$ cat src/rtl/tcdm_bank_arb.sv
// Round-robin arbiter sharing one TCDM bank among NumIn initiators, with a fixed-latency response pipeline.
// Define TCDM_BANK_ARB_PERF_EN to build the saturating conflict/stall counters.
module tcdm_bank_arb #(
  parameter int unsigned NumIn        = 32'd4,
  parameter int unsigned ReqDataWidth = 32'd49,
  parameter int unsigned DataWidth    = 32'd32,
  parameter int unsigned RespLat      = 32'd1,
  parameter bit          WriteRespOn  = 1'b1
) (
  input  logic                                clk_i,
  input  logic                                rst_ni,
  input  logic [NumIn-1:0]                    req_i,
  input  logic [NumIn-1:0]                    wen_i,
  input  logic [NumIn-1:0][ReqDataWidth-1:0]  wdata_i,
  output logic [NumIn-1:0]                    gnt_o,
  output logic [NumIn-1:0]                    vld_o,
  output logic [NumIn-1:0][DataWidth-1:0]     rdata_o,
  output logic                                req_o,
  input  logic                                gnt_i,
  output logic [ReqDataWidth-1:0]             wdata_o,
  input  logic [DataWidth-1:0]                rdata_i,
  output logic [31:0]                         conf_cnt_o,
  output logic [31:0]                         stall_cnt_o
);

  localparam int unsigned IdxW = (NumIn > 32'd1) ? $clog2(NumIn) : 32'd1;

  logic [IdxW-1:0]  rr_r;
  logic [IdxW-1:0]  win_s;
  logic [IdxW-1:0]  rr_nxt_s;
  logic [NumIn-1:0] win_oh_s;
  logic             hs_s;
  logic             resp_en_s;
  logic             found_s;
  int unsigned      cand_s;
  // Each stage holds the responding initiator one-hot; all-zero means empty.
  logic [NumIn-1:0] resp_pipe_r [RespLat];

  assign req_o     = |req_i;
  assign hs_s      = req_o & gnt_i;
  assign resp_en_s = hs_s & (~wen_i[win_s] | WriteRespOn);
  assign rr_nxt_s  = (32'(win_s) == (NumIn - 32'd1)) ? {IdxW{1'b0}} : (win_s + {{(IdxW-1){1'b0}}, 1'b1});
  assign vld_o     = resp_pipe_r[RespLat-1];

  // Winner search: first requester at or above rr_r, wrapping to index 0.
  always_comb begin
    win_s   = rr_r;
    found_s = 1'b0;
    cand_s  = 32'd0;
    for (int unsigned k = 0; k < NumIn; k++) begin
      cand_s = 32'(rr_r) + k;
      if (cand_s >= NumIn) begin
        cand_s = cand_s - NumIn;
      end else begin
        cand_s = cand_s;
      end
      if (!found_s && req_i[IdxW'(cand_s)]) begin
        win_s   = IdxW'(cand_s);
        found_s = 1'b1;
      end else begin
        win_s   = win_s;
      end
    end
  end

  // One-hot decode of the winner.
  always_comb begin
    win_oh_s = {NumIn{1'b0}};
    for (int unsigned i = 0; i < NumIn; i++) begin
      win_oh_s[i] = (32'(win_s) == i);
    end
  end

  // Grant and payload steering towards the bank.
  always_comb begin
    gnt_o   = {NumIn{1'b0}};
    wdata_o = {ReqDataWidth{1'b0}};
    if (hs_s) begin
      gnt_o = win_oh_s;
    end else begin
      gnt_o = {NumIn{1'b0}};
    end
    if (req_o) begin
      wdata_o = wdata_i[win_s];
    end else begin
      wdata_o = {ReqDataWidth{1'b0}};
    end
  end

  // Read data is broadcast; vld_o qualifies it.
  always_comb begin
    rdata_o = {NumIn{ {DataWidth{1'b0}} }};
    for (int unsigned i = 0; i < NumIn; i++) begin
      rdata_o[i] = rdata_i;
    end
  end

  // Round-robin pointer advances only on a completed handshake.
  always_ff @(posedge clk_i) begin
    if (!rst_ni) begin
      rr_r <= {IdxW{1'b0}};
    end else if (hs_s) begin
      rr_r <= rr_nxt_s;
    end else begin
      rr_r <= rr_r;
    end
  end

  // Response shift pipeline; reset drops everything in flight.
  always_ff @(posedge clk_i) begin
    if (!rst_ni) begin
      for (int unsigned s = 0; s < RespLat; s++) begin
        resp_pipe_r[s] <= {NumIn{1'b0}};
      end
    end else begin
      resp_pipe_r[0] <= resp_en_s ? win_oh_s : {NumIn{1'b0}};
      for (int unsigned s = 1; s < RespLat; s++) begin
        resp_pipe_r[s] <= resp_pipe_r[s-1];
      end
    end
  end

`ifdef TCDM_BANK_ARB_PERF_EN
  logic [31:0] conf_cnt_r;
  logic [31:0] stall_cnt_r;

  function automatic logic [31:0] sat_inc(input logic [31:0] v, input logic en);
    if (en && (v != 32'hFFFF_FFFF)) begin
      return v + 32'd1;
    end else begin
      return v;
    end
  endfunction

  // Saturating conflict and bank-stall counters.
  always_ff @(posedge clk_i) begin
    if (!rst_ni) begin
      conf_cnt_r  <= 32'd0;
      stall_cnt_r <= 32'd0;
    end else begin
      conf_cnt_r  <= sat_inc(conf_cnt_r, ($countones(req_i) >= 32'd2));
      stall_cnt_r <= sat_inc(stall_cnt_r, req_o & ~gnt_i);
    end
  end

  assign conf_cnt_o  = conf_cnt_r;
  assign stall_cnt_o = stall_cnt_r;
`else
  assign conf_cnt_o  = 32'd0;
  assign stall_cnt_o = 32'd0;
`endif

endmodule

$ cat config.mk
export PLATFORM = sky130hd
export DESIGN_NAME = tcdm_bank_arb
export DESIGN_NICKNAME = d
export VERILOG_FILES = /design/src/rtl/tcdm_bank_arb.sv
export SDC_FILE = /design/constraint.sdc
export NUM_CORES = 1
export LEC_CHECK = 0
export ABC_CLOCK_PERIOD_IN_PS = 4900
export BUFFER_PORTS_ARGS = -buffer_cell sky130_fd_sc_hd__buf_2
export CELL_PAD_IN_SITES_DETAIL_PLACEMENT = 0
export CELL_PAD_IN_SITES_GLOBAL_PLACEMENT = 1
export CORE_AREA = 8 8 186 188
export CTS_BUF_LIST = sky130_fd_sc_hd__clkbuf_16
export DETAILED_ROUTE_END_ITERATION = 10
export DIE_AREA = 0 0 194 196
export PLACE_DENSITY = 0.59
export SYNTH_ARGS = -nofsm -noshare
export SYNTH_HDL_FRONTEND = slang
export SYNTH_SLANG_ARGS = --single-unit
$ cat constraint.sdc
create_clock -name clk_i -period 4.9 [get_ports clk_i]
set_input_delay 0.98 -clock clk_i [delete_from_list [all_inputs] [get_ports clk_i]]
set_output_delay 0.98 -clock clk_i [all_outputs]
set_load 0.02 [all_outputs]
# Yosys cells after proc, flatten, opt, wreduce, memory -nomap -nowiden
# Memories as Yosys holds them, arrays and structs flattened.
# Cells that the tools add are included.
# word_totals
register_bits	2
latchBits	0
ram_bits	4
mem_bits_ro	0
input_bits	239
out_inout_bits	250
memories	1
# classes
add_sub_neg	8
multipliers	0
div	0
magnitude_cmp	9
n_eq_ne	3
shifts	0
muxes	28
bitwise_logic	1
n_reduce_logical	9
# memory_table
name	depth	width	rd	rd_clocked_by_memory_dff	wr	line_no	text
resp_pipe_r	1	4	1	0	1	37	logic [NumIn-1:0] resp_pipe_r [RespLat];
# op_table
operator	count
$bmux 49 s2	1
$mux 49	2
$mux 2	9
$lt 2x3->1 const B	5
$mux 1	10
$ge 3x3->1 const B	3
$bmux 1 s2	4
$mux 4	2
$reduce_or 4->1	2
$sub 2x1->2 const B	4
$add 2x2->3 const B	2
$eq 2x2->1 const B	2
$add 2x1->3 const B	1
$ge 2x3->1 const B	1
$logic_and 1x1->1	3
$logic_not 1->1	3
$add 2x1->2 const B	1
$eq 2x1->1 const B	1
$logic_not 2->1	1
$and 1x1->1	1

# Longest topological paths before layout
# logic_depth
word_depth	17
mapped_depth	8
ltp_nobuf	7

# Least setup slack after synthesis
# OpenSTA, ideal clock, no wires.
# synth_timing
path_kind	input to output
from	input port req_i[2]
to	output port wdata_o[10]
arrival_time_ps	2300
slack_ps	1620
path_stages	8
n_path_buf	2
cell_sequence	nor2b_1 o21ai_1 o211a_2 inv_4 buf_6 buf_12 mux2i_1 o22ai_1
# synth_via
elab_chain_len	15
elab_cells_between_ends	25
# synth_rtl
element	line_no	text
start, declared	12	input logic [NumIn-1:0] req_i,
$bmux 1 s2	57	if (!found_s && req_i[IdxW'(cand_s)]) begin
$mux 1 (not written as such)	57	
$mux 1	57	
$logic_not 1->1	57	
$logic_and 1x1->1	57	
$mux 1	57	
$logic_not 1->1	57	
$logic_and 1x1->1	57	
$mux 1	57	
$logic_not 1->1	57	
$logic_and 1x1->1	57	
$mux 2	57	
$bmux 49 s2	84	wdata_o = wdata_i[win_s];
$mux 49 (not written as such)	84	
$mux 49 (*)	83	if (req_o) begin
end, declared	20	output logic [ReqDataWidth-1:0] wdata_o,
# Every way passes the cells marked *; elsewhere a longest branch is shown, timed or not. The select of a mux whose other input is x is not followed.

# Final worst setup path
# layout_timing
from	input port req_i[2]
to	output port wdata_o[29]
# Same word-level chain as after synthesis.

==> flow_summary.toml <==
[global_route]
grt_usage_pct = 5.91
grt_pass1_wl_um = 18100
grt_pass1_vias = 3159
grt_max_degree = 39
gr-total-overflow = 0
grt_antenna_before_repair = 0

[place]
hpwl_um = 11300
numPortBuffers = 260
post-place-ws_ns = 0.951
placed_area_sq_um = 3840
gp_congestion = 0.841
place_inst = 933

[detailed_routing]
routed_via_density = 3.22
drcViolationCount = 0
routed_wl_um = 13000
firstDrtPassIters = 5
drtIter0Drc = 83
vias = 3015
ant_nets = 0
wire_per_inst_um = 13.8

[clocking]
clock_path_buffers = 2
cts_resized = 0
post-cts-setup-buffers = 0
tritoncts = "built"
cts-root-buf = "clkbuf_16"
cts_sinks = 6
htreeDepth = 1
cts.clk_slew.worst_paths_ns = 0.03
clock_latency_ns = 0.22
numCtsBuffers = 3
ctsHoldBuffers = 0

[cells_and_area]
regArea_sq_um = 120
design_area_sq_um = 3920
drive_gt1_share_pct = 51.7
diodes = 0
final_cell_count_no_fill = 936
layout.nets = 773
fillers = 3709
layout_common_cells = "buf_2 (260), mux2i_1 (99), conb_1 (64)"
area_growth_pct = 19.8
multiInputGateArea_sq_um = 1810
mostFrequentLayoutCell = "buf_2"

[floorplan]
core_area_sq_um = 31900
num_rows = 66
initial_core_util_pct = 10.3
dieArea_sq_um = 38000
die_y_um = 196
io_pins = 489
die_w_um = 194

[sta]
worst_slack_ns = 0.961
setup_viol_count_final = 0
finClkSkew_ns = 0.00146
tightestPinTransition_ns = 0.763
rsz0062_at_grt = "no"
timing.fmax_mhz = 254
finalHoldViolations = 0
drv_slew = 0
slew_headroom_pct = 48.9
fin_setup_tns_ns = 0
finalCriticalPeriod_ns = 3.94
post-route-period-util_pct = 80.4

[synth]
ys_seq_area_share_pct = 3.67
synth_compound_area_share_pct = 11.8
post-synth-top-area-cell = "buf_4"
synth_xor_area_share_pct = 0
synth_area_sq_um = 3270
synthMuxAreaShare_pct = 30.3
syn_inst = 410
synth_top_cell_area_share_pct = 45.9
synth_fa_ha_area_share_pct = 1.53
yosysWarnings = 0
ys_top_cells_by_area = "buf_4 (46%), mux2i_1 (30%), o22ai_1 (9.4%)"
ys_types = 27
ys_ff_latch = 6
synthSimpleGateAreaFrac_pct = 3.71
syn_area_per_cell_sq_um = 7.98
synth_top_family_by_area = "buffers and inverters"

[pwr]
powerDensity_nw_per_um2 = 231
power_leakage_nw = 2.27
fin_total_pwr_uw = 906
vdd_ir_drop_max_uv = 114

[status]
status = "complete, no violations"

[worst_setup_path]
cp.arrival_ns = 2.96
crit_fanout = 38
path_class = "in -> out"
endpoint_kind = "output pin"
startpoint_type = "input port"
cp.required_ns = 3.92

[run]
drv_cap = 0

[worst_hold_path]
hp-class = "reg -> reg"
path summary, 6_finish.rpt:
kind	from	to	slack [ns]	cells after the start
worst max-delay path	req_i[2]	wdata_o[29]	0.96	9
worst min-delay path	rr_r[0]	rr_r[0]	0.56	2
worst max register to register	rr_r[0]	rr_r[1]	3.13	6
worst min register to register	rr_r[0]	rr_r[0]	0.56	2
through the flow:
step	hold WS, ns	util [%]
after floorplan	0.508	-
after global placement	0.544	12.1
after detailed placement	0.554	12.1
after CTS	0.562	12.3
after global routing	0.606	12.3
final	0.558	12.3
metal layers:
layer / vias up / GRT usage, % / share of wire, %
met1: 1298 / 5.99 / 37
met2: 247 / 10.1 / 47
met3: 54 / 2.31 / 11
met4: 0 / 3.71 / 5.2
met5: - / 0 / 0
li1: 1416 / - / -
cell families after synthesis:
kind of cell             count (synthesis)
AO/OA/AOI/OAI                           61
adder cells (fa/ha/maj)                  4
buffers and inverters                  218
flip-flops                               6
multiplexers                            99
other                                    1
AND/OR/NAND/NOR                         21
where the power goes:
part	leakage [nW]	internal (mW)	switching [mW]
Combinational	2.19	0.285	0.434
Clock	0.0370	0.105	0.0254
Sequential	0.0491	0.0531	0.00499
cell type report:
| class | count | share of cell area (%) |
|---|---|---|
| Multi-Input combinational cell | 249 | 46.2 |
| Timing Repair Buffer | 266 | 35.3 |
| Tap cell | 408 | 13.0 |
| Sequential cell | 6 | 3.06 |
| Clock buffer | 3 | 1.92 |
| Inverter | 4 | 0.511 |
cells in the mapped netlist:
cell,n
buf_4,200
mux2i_1,99
o22ai_1,49
and3_1,8
clkbuf_1,7
dfxtp_1,6
buf_2,5
nor2b_1,5
ha_1,4
inv_1,3
nor2_1,3
o21ai_0,3
o21ai_1,3
and2_1,2
a211o_1,1
a211oi_1,1
a21oi_1,1
a311o_1,1
buf_12,1
buf_6,1
conb_1,1
inv_4,1
nand2_1,1
nor3_1,1
o211a_2,1
o21a_1,1
or4_1,1
worst max-delay path, cell delays in order:
cell     delay (ns)
buf_2          0.14
nor2b_1        0.24
o21ai_1        0.11
o211a_2        0.21
inv_6          0.38
buf_12         0.31
mux2i_1        0.22
o22ai_1        0.11
buf_2          0.21
registers in the layout (all words and copies together), names as in the netlist:
signal,count
resp_pipe_r,4
rr_r,2
No activity file was read; power rests on OpenSTA's default activity.
